--- src/rtl/gate_bist_controller.sv ---
// gate_bist_controller
// BIST sequencer for the 15-input / 10-output gate models: drives an LFSR
// stimulus onto the model inputs, holds each vector for a programmable settle
// time, then folds the model outputs into a 10-bit MISR signature.
//
// Optional feature macro: GATE_BIST_SIG_CMP_EN
//   defined   -> pass_o reports (final signature == EXPECTED_SIG), latched on
//                entry to DONE and cleared on the next start or reset.
//   undefined -> no compare logic; pass_o is tied low and signature_o is the
//                only result.
module gate_bist_controller #(
    parameter logic [15:0] NUM_PATTERNS  = 16'd256,
    parameter int unsigned SETTLE_CYCLES = 2,
    parameter logic [14:0] SEED          = 15'h0001,
    parameter logic [9:0]  EXPECTED_SIG  = 10'h000
) (
    input  logic        clk,
    input  logic        rst,
    input  logic        start_i,
    input  logic        abort_i,
    input  logic [9:0]  response_i,
    output logic [14:0] pattern_o,
    output logic        busy_o,
    output logic        done_o,
    output logic [9:0]  signature_o,
    output logic [15:0] count_o,
    output logic        pass_o
);

    // An all-zero LFSR state would lock up, so a zero seed falls back to 1.
    localparam logic [14:0] LFSR_INIT   = (SEED == 15'h0000) ? 15'h0001 : SEED;
    localparam logic [3:0]  SETTLE_LAST = 4'(SETTLE_CYCLES - 1);
    localparam logic [9:0]  MISR_POLY   = 10'h009;

    typedef enum logic [1:0] {
        S_IDLE    = 2'd0,
        S_SETTLE  = 2'd1,
        S_CAPTURE = 2'd2,
        S_DONE    = 2'd3
    } state_t;

    // Fibonacci LFSR, x^15 + x^14 + 1.
    function automatic logic [14:0] lfsr_next(input logic [14:0] q);
        return {q[13:0], q[14] ^ q[13]};
    endfunction

    // MISR, x^10 + x^3 + 1, with the response folded in after the shift.
    function automatic logic [9:0] misr_next(input logic [9:0] m, input logic [9:0] r);
        return ({m[8:0], 1'b0} ^ (m[9] ? MISR_POLY : 10'h000)) ^ r;
    endfunction

    state_t      r_state;
    logic [14:0] r_lfsr;
    logic [9:0]  r_misr;
    logic [15:0] r_count;
    logic [3:0]  r_settle_cnt;
    logic        r_busy;
    logic        r_done;
    logic        r_pass;

    logic [14:0] w_lfsr_next;
    logic [9:0]  w_misr_next;
    logic [15:0] w_count_next;
    logic        w_last_pattern;
    logic        w_sig_match;

    assign w_lfsr_next    = lfsr_next(r_lfsr);
    assign w_misr_next    = misr_next(r_misr, response_i);
    assign w_count_next   = r_count + 16'd1;
    assign w_last_pattern = (w_count_next == NUM_PATTERNS);

`ifdef GATE_BIST_SIG_CMP_EN
    // The verdict looks at the signature the final capture is about to write.
    assign w_sig_match = (w_misr_next == EXPECTED_SIG);
`else
    // No compare in this build; the golden value is deliberately left unused.
    logic [9:0] w_unused_expected_sig;
    assign w_unused_expected_sig = EXPECTED_SIG;
    assign w_sig_match           = 1'b0;
`endif

    // Run sequencer: state, stimulus LFSR, signature MISR and status flags.
    always_ff @(posedge clk) begin
        if (rst) begin
            r_state      <= S_IDLE;
            r_lfsr       <= '0;
            r_misr       <= '0;
            r_count      <= '0;
            r_settle_cnt <= '0;
            r_busy       <= 1'b0;
            r_done       <= 1'b0;
            r_pass       <= 1'b0;
        end else begin
            case (r_state)
                S_IDLE, S_DONE: begin
                    // abort_i alongside start_i cancels the request.
                    if (start_i && !abort_i) begin
                        r_lfsr       <= LFSR_INIT;
                        r_misr       <= '0;
                        r_count      <= '0;
                        r_settle_cnt <= '0;
                        r_busy       <= 1'b1;
                        r_done       <= 1'b0;
                        r_pass       <= 1'b0;
                        r_state      <= S_SETTLE;
                    end
                end
                S_SETTLE: begin
                    if (abort_i) begin
                        r_busy  <= 1'b0;
                        r_state <= S_IDLE;
                    end else begin
                        r_settle_cnt <= r_settle_cnt + 4'd1;
                        if (r_settle_cnt == SETTLE_LAST) begin
                            r_state <= S_CAPTURE;
                        end
                    end
                end
                S_CAPTURE: begin
                    // Abort takes priority: the pending capture is discarded.
                    if (abort_i) begin
                        r_busy  <= 1'b0;
                        r_state <= S_IDLE;
                    end else begin
                        r_misr       <= w_misr_next;
                        r_count      <= w_count_next;
                        r_lfsr       <= w_lfsr_next;
                        r_settle_cnt <= '0;
                        if (w_last_pattern) begin
                            r_busy  <= 1'b0;
                            r_done  <= 1'b1;
                            r_pass  <= w_sig_match;
                            r_state <= S_DONE;
                        end else begin
                            r_state <= S_SETTLE;
                        end
                    end
                end
                default: begin
                    r_busy  <= 1'b0;
                    r_state <= S_IDLE;
                end
            endcase
        end
    end

    assign pattern_o   = r_lfsr;
    assign signature_o = r_misr;
    assign count_o     = r_count;
    assign busy_o      = r_busy;
    assign done_o      = r_done;
    assign pass_o      = r_pass;

endmodule

--- config.mk ---
export PLATFORM = sky130hd
export DESIGN_NAME = gate_bist_controller
export DESIGN_NICKNAME = d
export VERILOG_FILES = /design/src/rtl/gate_bist_controller.sv
export SDC_FILE = /design/constraint.sdc
export NUM_CORES = 1
export LEC_CHECK = 0
export BUFFER_PORTS_ARGS = -buffer_cell sky130_fd_sc_hd__buf_2
export CELL_PAD_IN_SITES_DETAIL_PLACEMENT = 0
export CELL_PAD_IN_SITES_GLOBAL_PLACEMENT = 1
export CORE_ASPECT_RATIO = 0.8
export CORE_UTILIZATION = 37
export CTS_BUF_LIST = sky130_fd_sc_hd__clkbuf_8
export DETAILED_ROUTE_END_ITERATION = 16
export PLACE_DENSITY = 0.88
export SYNTH_ARGS = -nofsm -noshare
export SYNTH_HDL_FRONTEND = slang
export SYNTH_SLANG_ARGS = --single-unit
--- constraint.sdc ---
create_clock -name clk -period 2.3 [get_ports clk]
set_clock_uncertainty 0.15 [all_clocks]
set_input_delay 0.23 -clock clk [delete_from_list [all_inputs] [get_ports clk]]
set_output_delay 0.23 -clock clk [all_outputs]
set_load 0.02 [all_outputs]
Word-level counts from Yosys, hierarchy flattened
Index checks and enable logic that the tools add are counted.

Register bits: 50. Input port bits: 14. Output and inout port bits: 44.

$add $sub $neg: 2. Equality and inequality tests: 12. Muxes and demuxes: 31. Bitwise operators: 3. Reductions and logical operators: 10.

Operators with widths (count): 2-to-1 mux 16 bit (2); one-hot mux 16 bit (2 select lines) (1); 2-to-1 mux 15 bit (2); one-hot mux 15 bit (2 select lines) (1); 2-to-1 mux 10 bit (2); one-hot mux 10 bit (2 select lines) (1); adder 16 x 1 -> 16 bit (second input constant) (1); equality test 16 x 9 -> 1 bit (second input constant) (1); 2-to-1 mux 4 bit (4); one-hot mux 4 bit (3 select lines) (1); 2-to-1 mux 2 bit (5); inequality test 2 bit (second input constant) (5); bitwise XOR 10 bit (1); bitwise XOR 10 x 4 -> 10 bit (1); AND reduction 3 bit (3); 2-to-1 mux 1 bit (8); inequality test 3 bit (second input constant) (2); one-hot mux 2 bit (3 select lines) (1); adder 4 x 1 -> 4 bit (second input constant) (1); equality test 2 bit (second input constant) (2); equality test 4 x 1 -> 1 bit (second input constant) (1); one-hot mux 1 bit (2 select lines) (2); AND reduction 4 bit (1); one-hot mux 1 bit (3 select lines) (1); 8 further kinds (8).

Longest topological paths before layout
Gate-level depths: netlist of run 1.

Depth in word-level cells: 5. Mapped depth: 9. Mapped depth without buffers: 8.

Worst setup path before layout of run 1
No wires, ideal clock.

Path kind: reg2reg. Start point: register r_count[0], in the netlist count_o[0]. End point: register r_busy, in the netlist busy_o. Data arrival time: 2.115 ns. Slack: -0.089 ns. Cell stages (with the launch flop): 8. Buffers on the path: 0. Clock period less this slack: 2.389 ns. Path through: dfxtp_1 -> ha_1 -> nand3_2 -> nor3_2 -> nand3_1 -> a2111oi_4 -> mux2i_1 -> nand3_1.

Word-level cells in the longest chain between the ends: 4.

RTL lines: start: declaration (line 55) `logic [15:0] r_count;`; start signal: assignment (line 126) `r_count <= w_count_next;`; adder 16 x 1 -> 16 bit (line 69) `assign w_count_next = r_count + 16'd1;`; equality test 16 x 9 -> 1 bit (line 70) `assign w_last_pattern = (w_count_next == NUM_PATTERNS);`; inequality test 3 bit (no source line); AND reduction 3 bit (no source line); end signal: assignment (line 90) `r_busy <= 1'b0;`; end signal: assignment (line 102) `r_busy <= 1'b1;`; end signal: assignment (line 110) `r_busy <= 1'b0;`; end: declaration (line 57) `logic r_busy;`.

No other way between the ends. A chain may end at the register's enable or synchronous reset.

Final worst setup path of run 1
Same ends and word-level chain as after synthesis.

==> metrics.csv, run 1 <==
metric,value,unit
total I/O pin count,58,
netlist area before placement,0.00264,sq mm
effective utilization at floorplan,38.3,%
ratio of routed vias to standard cells,5.27,
core utilization of the finished layout,45.8,%
Synth Warn #,0,
area of the core,0.00689,sq mm
main combinational cell family by area after synthesis,simple AND/OR/NAND/NOR gates,
Bufs on Longest Clock Path,2,
category of the worst setup path launch point,flop,
number of global-route vias before repair,2196,
mean cell area of the mapped netlist,7.88,sq um
number of enable-type register cells in the synthesized netlist,0,
flip-flop cell with the highest count after synthesis,sky130_fd_sc_hd__dfxtp_1,
number of flip-flops and latches in the synthesized netlist,49,
cell count after synthesis,335,
area fraction in compound gates after synthesis,18.2,%
Inserted Clock Buffers,5,
cell taking the most area after synthesis,sky130_fd_sc_hd__dfxtp_1,
Worst Setup Path Type,reg -> reg,
Diodes inserted,0,
worst IR drop on VDD,0.305,mV
data arrival at the endpoint of the critical path,2220,ps
endpoint of the most critical register-to-register path,busy_o$_SDFFE_PP0P_,
Worst Path Required,2350,ps
total vias in the final route,2547,
Power per Cell Area,614,mW/mm^2
I/O Buffers,56,
sequential-to-total area share from yosys stat,37.1,%
r2r worst-path depth,7,
max_cap viols,0,
Final ANT Viol Nets,0,
post-synthesis to final-layout area growth,19.6,%
pin count of the biggest net entering global routing,24,
clock tree root buffer cell,sky130_fd_sc_hd__clkbuf_8,
cell types occupying the most area after synthesis,"sky130_fd_sc_hd__dfxtp_1, sky130_fd_sc_hd__nand2_1, sky130_fd_sc_hd__a21oi_1",
clk_lat worst skew,310,ps
worst reg2reg path startpoint,count_o[0]$_SDFFE_PP0P_,
initial drt markers,135,
result of the run,"complete, no violations",
Fin Setup TNS,0,ps
reported leakage power,1.29,nW
detailed-placement wirelength estimate,4460,um
kind of path behind the tightest hold check,in -> reg,
gpl congestion,0.868,
Crit Path Max Fanout,5,
Peak Freq,460,MHz
FF-to-FF setup slack,120,ps
worst hold endpoint,signature_o[0]$_SDFFE_PP0P_,
total routing resource utilization after global routing,17.7,%
wire length of the first global-routing pass,10500,um
standard-cell row count,27,
count of final setup violators,0,
Hold Fails Final Rpt,0,
adder-cell share of the synthesized area,2.84,%
Total Routed Length,6340,um
number of placed instances with taps included,475,
clk sinks,49,
post-layout instance count excluding filler cells,483,
first-pass iteration count of the detailed router,4,
Final Net Count,415,
Routed WL per cell,13.1,um
share of cells above drive strength 1,26.0,%
H-tree Lvls,2,
Final period util,94.6,%
antenna violations before repair,0,
GRT overflow,0,
TritonCTS clock tree,built,
share of cell area taken by muxes after synthesis,1.94,%
hold_sp,response_i[0],
top cell type's share of synthesized area,37.1,%
"basic-gate share of the synthesized area counting and, or, nand and nor cells",28.5,%
die boundary width,96.5,um
Yosys cell types,56,
Mapped Nets,355,
fin crit period,2180,ps
Post-route DRC,0,
unrepaired setup endpoints after global routing,false,
capturing element type of the critical path,flop,
async set-or-reset flop fraction in the synthesized netlist,0,%
"Clk pin slew, worst setup/hold paths",90,ps
die footprint,0.00748,sq mm
Final Slew Violations,0,
hold-critical path depth,4,
# Post-CTS Setup Buffers,0,
floorplan die height,77.6,um
xor and xnor fraction of the mapped netlist area,5.97,%
flip-flops by register name, summed over array words and instances (netlist names):
| signal | flops |
|---|---|
| done_o | 1 |
| r_state | 2 |
| pattern_o | 15 |
| signature_o | 10 |
| r_settle_cnt | 4 |
| count_o | 16 |
| busy_o | 1 |
Yosys cell counts (all sizes together), types with 2 or more instances:
cell and count:
nand2 59, dfxtp 49, a21oi 39, nor2 36, nand3 20, clkbuf 17
o21ai 15, xor2 13, a311oi 6, ha 6, nand4 6, nor3 6
nor4 6, buf 5, xnor2 5, inv 4, mux2i 4, a31oi 3
and2 3, and3 3, o21a 3, a21o 2, a22oi 2, nand2b 2
nand3b 2, or3 2
where the power goes:
group	internal (mW)	switching, mW	leakage, nW
Clock	0.211	0.307	0.0416
Sequential	0.881	0.0291	0.398
Combinational	0.194	0.319	0.849
Total	1.29	0.655	1.29
how the worst max path moves through the flow:
stage                             from                   to  slack, ps  cells after the start
2_1_floorplan  count_o[0]$_SDFFE_PP0P_  busy_o$_SDFFE_PP0P_         50                      7
3_3_place_gp   count_o[0]$_SDFFE_PP0P_  busy_o$_SDFFE_PP0P_        160                      7
3_5_place_dp   count_o[2]$_SDFFE_PP0P_  busy_o$_SDFFE_PP0P_        100                      6
4_1_cts        count_o[2]$_SDFFE_PP0P_  busy_o$_SDFFE_PP0P_         90                      6
5_1_grt        count_o[0]$_SDFFE_PP0P_  busy_o$_SDFFE_PP0P_        0.3                      7
6_report       count_o[0]$_SDFFE_PP0P_  busy_o$_SDFFE_PP0P_        120                      7
metal layers:
metal,up-vias,GRT usage (%),part of all wire (%)
met5,-,0,0
met1,1181,26.7,50
met2,76,24.3,42
li1,1283,-,-
met4,0,6.03,1.6
met3,7,3.63,6.2
worst max-delay path, stage by stage (launching register included):
cell and delay (ps):
sky130_fd_sc_hd__dfxtp_2 330, sky130_fd_sc_hd__ha_2 210, sky130_fd_sc_hd__nand3_2 110, sky130_fd_sc_hd__nor3_2 70
sky130_fd_sc_hd__or4_1 450, sky130_fd_sc_hd__a2111oi_4 450, sky130_fd_sc_hd__mux2i_1 220, sky130_fd_sc_hd__nand3_1 70
through the flow:
step	power, mW	hold slack (ps)	setup WS, ps	area [sq um]
floorplan	1.29	300	53.8	2640
finish	1.94	79.3	124	3160
CTS	1.96	68.5	87.3	3150
detailed placement	1.44	307	98.8	3070
global route	2.06	76.0	0.309	3160
global placement	1.44	300	163	3070
cell families (layout without fill, tap and decap cells):
family,count (synthesis),count (layout)
DFF,49,49
muxes,5,5
adders and majority gates,6,6
and+or+nand+nor,152,152
AOI/OAI and AO/OA,78,78
buffers and inverters,26,87
xor gates and xnor gates,18,18
other,1,1
layout by cell type (no fill, tap or decap), types with 6 or more instances in the layout:
master                     netlist  routed
sky130_fd_sc_hd__nand2_1        59      59
sky130_fd_sc_hd__buf_2           2      56
sky130_fd_sc_hd__dfxtp_1        49      44
sky130_fd_sc_hd__a21oi_1        39      39
sky130_fd_sc_hd__nor2_1         36      35
sky130_fd_sc_hd__nand3_1        18      18
sky130_fd_sc_hd__buf_4           2      18
sky130_fd_sc_hd__o21ai_0        15      15
sky130_fd_sc_hd__xor2_1         13      13
sky130_fd_sc_hd__a311oi_1        6       6
area by class of cell:
cell class / count / area [sq um]
Fill cell: 707 / 3730
Multi-Input combinational cell: 260 / 1530
Sequential cell: 49 / 987
Timing Repair Buffer: 75 / 435
Tap cell: 87 / 109
Clock buffer: 5 / 68.8
Clock inverter: 3 / 18.8
Inverter: 4 / 15.0
what timing repair did:
item	in CTS	in global routing
endpoints found under the setup margin	0	3
resized for setup	0	4
hold buffers	0	0
No activity file was read; power rests on OpenSTA's default activity.
==> inputs of run 2 (changes only) <==
==> constraint.sdc (replaced) <==
create_clock -name clk -period 2.3 [get_ports clk]
set_clock_uncertainty 0.15 [all_clocks]
set_input_delay 0.46 -clock clk [delete_from_list [all_inputs] [get_ports clk]]
set_output_delay 0.46 -clock clk [all_outputs]
set_load 0.02 [all_outputs]
==> metrics.csv, run 2 (same netlist as run 1, synthesis figures left out) <==
metric,value,unit
result of the run,"complete, no violations",
die footprint,0.00748,sq mm
clk sinks,49,
area of the core,0.00689,sq mm
detailed-placement wirelength estimate,4540,um
wire length of the first global-routing pass,10600,um
data arrival at the endpoint of the critical path,2250,ps
area of the multi-input gates,0.00153,sq mm
Routed WL per cell,13.1,um
Final period util,96.0,%
power share of the sequential group,47.1,%
r2r worst-path depth,7,
Bufs on Longest Clock Path,2,
standard-cell row count,27,
category of the worst setup path launch point,flop,
Worst Path Required,2340,ps
relative contribution of combinational cells to total power,27.1,%
effective utilization at floorplan,38.3,%
ratio of routed vias to standard cells,5.18,
"commonest non-fill, non-tap cells in the layout","sky130_fd_sc_hd__nand2_1, sky130_fd_sc_hd__buf_2, sky130_fd_sc_hd__dfxtp_1",
Fin Setup TNS,0,ps
post-synthesis to final-layout area growth,20.1,%
Inserted Clock Buffers,5,
Crit Path Max Fanout,5,
"flip-flop count of the largest register, all copies and words added",16,
total I/O pin count,58,
hold_sp,response_i[1],
fraction of power consumed by the clock network,25.8,%
Worst Setup Path Type,reg -> reg,
number of global-route vias before repair,2233,
total vias in the final route,2513,
capturing element type of the critical path,flop,
number of placed instances with taps included,475,
Power per Cell Area,609,mW/mm^2
Hold Fails Final Rpt,0,
"Clk pin slew, worst setup/hold paths",90,ps
Final Slew Violations,0,
antenna violations before repair,0,
Diodes inserted,0,
"leading cell type in the layout, fill and taps excluded",sky130_fd_sc_hd__nand2_1,
I/O Buffers,56,
total of fill cells in the finished design,706,
worst IR drop on VDD,0.274,mV
Post-route DRC,0,
Total Routed Length,6350,um
GRT overflow,0,
hold-critical path depth,4,
unrepaired setup endpoints after global routing,false,
initial drt markers,105,
floorplan die height,77.6,um
total routing resource utilization after global routing,17.6,%
share of cells above drive strength 1,25.9,%
fin crit period,2210,ps
Power Internal,1.29,mW
count of final setup violators,0,
switch share,33.3,%
clk_lat worst skew,300,ps
worst reg2reg path startpoint,count_o[0]$_SDFFE_PP0P_,
Peak Freq,453,MHz
Final Net Count,417,
kind of path behind the tightest hold check,in -> reg,
Worst Hold Margin,313,ps
pin count of the biggest net entering global routing,24,
Final ANT Viol Nets,0,
reported leakage power,1.30,nW
max_cap viols,0,
endpoint of the most critical register-to-register path,busy_o$_SDFFE_PP0P_,
clock tree root buffer cell,sky130_fd_sc_hd__clkbuf_8,
H-tree Lvls,2,
worst hold endpoint,signature_o[1]$_SDFFE_PP0P_,
FF-to-FF setup slack,90,ps
gpl congestion,0.884,
area of all sequential standard cells,986,sq um
first-pass iteration count of the detailed router,6,
NetSw,0.644,mW
TritonCTS clock tree,built,
post-layout instance count excluding filler cells,485,
die boundary width,96.5,um
-- run 2: final cells by class --
type	count	share of cell area [%]
well taps	87	3.43
inverters	4	0.473
multi-input cells	260	48.1
clock inverters	3	0.473
clock buffers	5	2.17
repair buffers	77	14.3
flip-flops and latches	49	31.1
-- run 2: per-layer routing --
metal	vias up	part of all wire, %	track usage [%]
li1	1288	-	-
met1	1162	50	26.0
met2	61	44	26.0
met3	2	4.7	3.43
met4	0	0.68	3.97
met5	-	0	0
-- run 2: power by group through the flow --
stage | clock (mW) | sequential (mW) | combinational (mW)
CTS | 0.515 | 0.910 | 0.521
floorplan | 0 | 0.950 | 0.338
global route | 0.547 | 0.916 | 0.584
global placement | 0 | 0.929 | 0.511
finish | 0.500 | 0.910 | 0.524
detailed placement | 0 | 0.929 | 0.519
-- run 2: how the worst max path moves through the flow --
stage | startpoint | end | slack [ps] | cells after the start
final | count_o[0]$_SDFFE_PP0P_ | busy_o$_SDFFE_PP0P_ | 90 | 7
after global routing | count_o[0]$_SDFFE_PP0P_ | busy_o$_SDFFE_PP0P_ | 10 | 7
after CTS | count_o[4]$_SDFFE_PP0P_ | busy_o$_SDFFE_PP0P_ | 70 | 6
after detailed placement | count_o[0]$_SDFFE_PP0P_ | busy_o$_SDFFE_PP0P_ | 80 | 7
after global placement | count_o[0]$_SDFFE_PP0P_ | busy_o$_SDFFE_PP0P_ | 160 | 7
after floorplan | count_o[0]$_SDFFE_PP0P_ | busy_o$_SDFFE_PP0P_ | 50 | 7
-- run 2: what timing repair did --
item | CTS | global route
resized for setup | 0 | 4
setup buffers | 0 | 2
endpoints found under the setup margin | 0 | 6
hold buffers | 0 | 0
-- run 2: worst max-delay path: stages (launching register included) --
cell	delay (ps)
sky130_fd_sc_hd__dfxtp_2	330
sky130_fd_sc_hd__ha_2	210
sky130_fd_sc_hd__nand3_2	100
sky130_fd_sc_hd__nor3_2	70
sky130_fd_sc_hd__or4_1	460
sky130_fd_sc_hd__a2111oi_4	460
sky130_fd_sc_hd__mux2i_1	250
sky130_fd_sc_hd__nand3_1	80
-- run 2: metrics by stage --
stage	power, mW	cell area [sq um]	utilization (%)	worst slack (ps)
after floorplan	1.29	2640	-	53.8
after global placement	1.44	3070	44.5	157
after detailed placement	1.45	3070	44.5	77.6
after CTS	1.95	3150	45.7	69.9
after global routing	2.05	3170	46.0	12.1
final	1.93	3170	46.0	91.0
==> inputs of run 3 (changes only) <==
Settings changed: PLACE_DENSITY 0.88 to 0.83.
==> metrics.csv, run 3 (same netlist as run 1, synthesis figures left out) <==
metric,value,unit
effective utilization at floorplan,38.3,%
pin count of the biggest net entering global routing,32,
total vias in the final route,2544,
total of fill cells in the finished design,720,
die boundary width,96.5,um
result of the run,"complete, no violations",
clk_lat worst skew,300,ps
total I/O pin count,58,
Routed WL per cell,12.5,um
hold_sp,response_i[9],
kind of path behind the tightest hold check,in -> reg,
max_cap viols,0,
initial drt markers,154,
first-pass iteration count of the detailed router,6,
"commonest non-fill, non-tap cells in the layout","sky130_fd_sc_hd__nand2_1, sky130_fd_sc_hd__buf_2, sky130_fd_sc_hd__dfxtp_1",
clock tree root buffer cell,sky130_fd_sc_hd__clkbuf_8,
number of global-route vias before repair,2240,
Peak Freq,462,MHz
"Clk pin slew, worst setup/hold paths",90,ps
clk sinks,49,
ordered cell list for the critical path,nand3_1 -> nor3_2 -> nand3_1 -> a2111oi_4 -> mux2i_1 -> nand3_1,
antenna violations before repair,0,
library cell appearing most often on the critical path,sky130_fd_sc_hd__nand3_1,
ratio of routed vias to standard cells,5.17,
Final Net Count,424,
Power per Cell Area,638,mW/mm^2
I/O Buffers,56,
Final period util,94.1,%
TritonCTS clock tree,built,
worst IR drop on VDD,0.280,mV
Final ANT Viol Nets,0,
Crit Path Max Fanout,8,
core utilization of the finished layout,47.3,%
Final Slew Violations,0,
Worst path max stage delay,470,ps
capturing element type of the critical path,flop,
final design instance area without fill,0.00326,sq mm
category of the worst setup path launch point,flop,
Worst Path Required,2330,ps
gpl congestion,0.796,
Worst Setup Path Type,reg -> reg,
data arrival at the endpoint of the critical path,2200,ps
count of final setup violators,0,
area after detailed placement,0.00310,sq mm
die footprint,0.00748,sq mm
share of cells above drive strength 1,27.2,%
post-synthesis to final-layout area growth,23.3,%
area of all sequential standard cells,985,sq um
unrepaired setup endpoints after global routing,false,
Bufs on Longest Clock Path,2,
worst reg2reg path startpoint,count_o[7]$_SDFFE_PP0P_,
Fin Setup TNS,0,ps
fin crit period,2160,ps
total routing resource utilization after global routing,17.5,%
Post-route DRC,0,
GRT overflow,0,
Slowest cell on crit path,sky130_fd_sc_hd__dfxtp_1,
standard-cell row count,27,
wire length of the first global-routing pass,10500,um
Inserted Clock Buffers,5,
floorplan die height,77.6,um
detailed-placement wirelength estimate,4400,um
"leading cell type in the layout, fill and taps excluded",sky130_fd_sc_hd__nand2_1,
Diodes inserted,0,
launch point of the worst path,count_o[7]$_SDFFE_PP0P_,
area of the core,0.00689,sq mm
"flip-flop count of the largest register, all copies and words added",16,
H-tree Lvls,2,
reported leakage power,1.35,nW
area of the multi-input gates,0.00153,sq mm
Total Routed Length,6170,um
Hold Fails Final Rpt,0,
==> run 3: cell count changes in the layout (fill, tap and decap cells not counted), sizes merged <==
cell,delta
inv,-2
bufinv,+1
clkbuf,+1
buf,+7
==> run 3: cell type report <==
| type | instances | share of cell area (%) |
|---|---|---|
| clock buffers | 6 | 2.54 |
| inverters | 4 | 0.461 |
| flip-flops and latches | 49 | 30.2 |
| well taps | 87 | 3.34 |
| repair buffers | 84 | 15.4 |
| multi-input cells | 260 | 46.8 |
| clock inverters | 2 | 1.15 |
==> run 3: what timing repair did <==
item,4_1_cts,5_1_grt
setup endpoints to repair,0,6
setup buffers,0,4
gates resized for setup,0,2
hold buffers,0,0
==> run 3: where the power goes <==
part	switching (mW)	total (mW)	internal, mW	leakage, nW
sequential	0.0272	0.909	0.881	0.397
combinational	0.326	0.528	0.202	0.896
clock	0.287	0.641	0.354	0.0574
total	0.640	2.08	1.44	1.35
==> run 3: worst max-delay path, delay by kind of cell (launching register included) <==
kind               cells  cell delay [ps]
AOI/OAI and AO/OA      1              450
DFF                    1              470
and+or+nand+nor        4              760
muxes                  1              220
==> run 3: path summary, 6_finish.rpt <==
| kind | to | cells after the start | slack [ps] |
|---|---|---|---|
| max reg2reg | busy_o$_SDFFE_PP0P_ | 6 | 140 |
| min | signature_o[9]$_SDFFE_PP0P_ | 4 | 320 |
| min reg2reg | pattern_o[8]$_SDFFE_PP0P_ | 2 | 320 |
| max | busy_o$_SDFFE_PP0P_ | 6 | 140 |
==> run 3: per-stage QoR <==
stage               power [mW]  hold WS [ps]  instances  setup slack [ps]
floorplan                 1.29           330        335              53.8
global placement          1.44           300        480               188
detailed placement        1.44           310        480               146
CTS                       2.10           305        488               117
global route              2.20           325        492              3.74
finish                    2.08           317        492               136
==> run 3: layer usage <==
layer | GRT usage (%) | routed length (um) | vias to the layer above | share of wire, %
li1 | - | - | 1304 | -
met5 | 0 | 0 | - | 0
met4 | 4.56 | 44 | 0 | 0.71
met2 | 26.0 | 2710 | 71 | 44
met3 | 4.02 | 346 | 4 | 5.6
met1 | 25.2 | 3070 | 1165 | 50
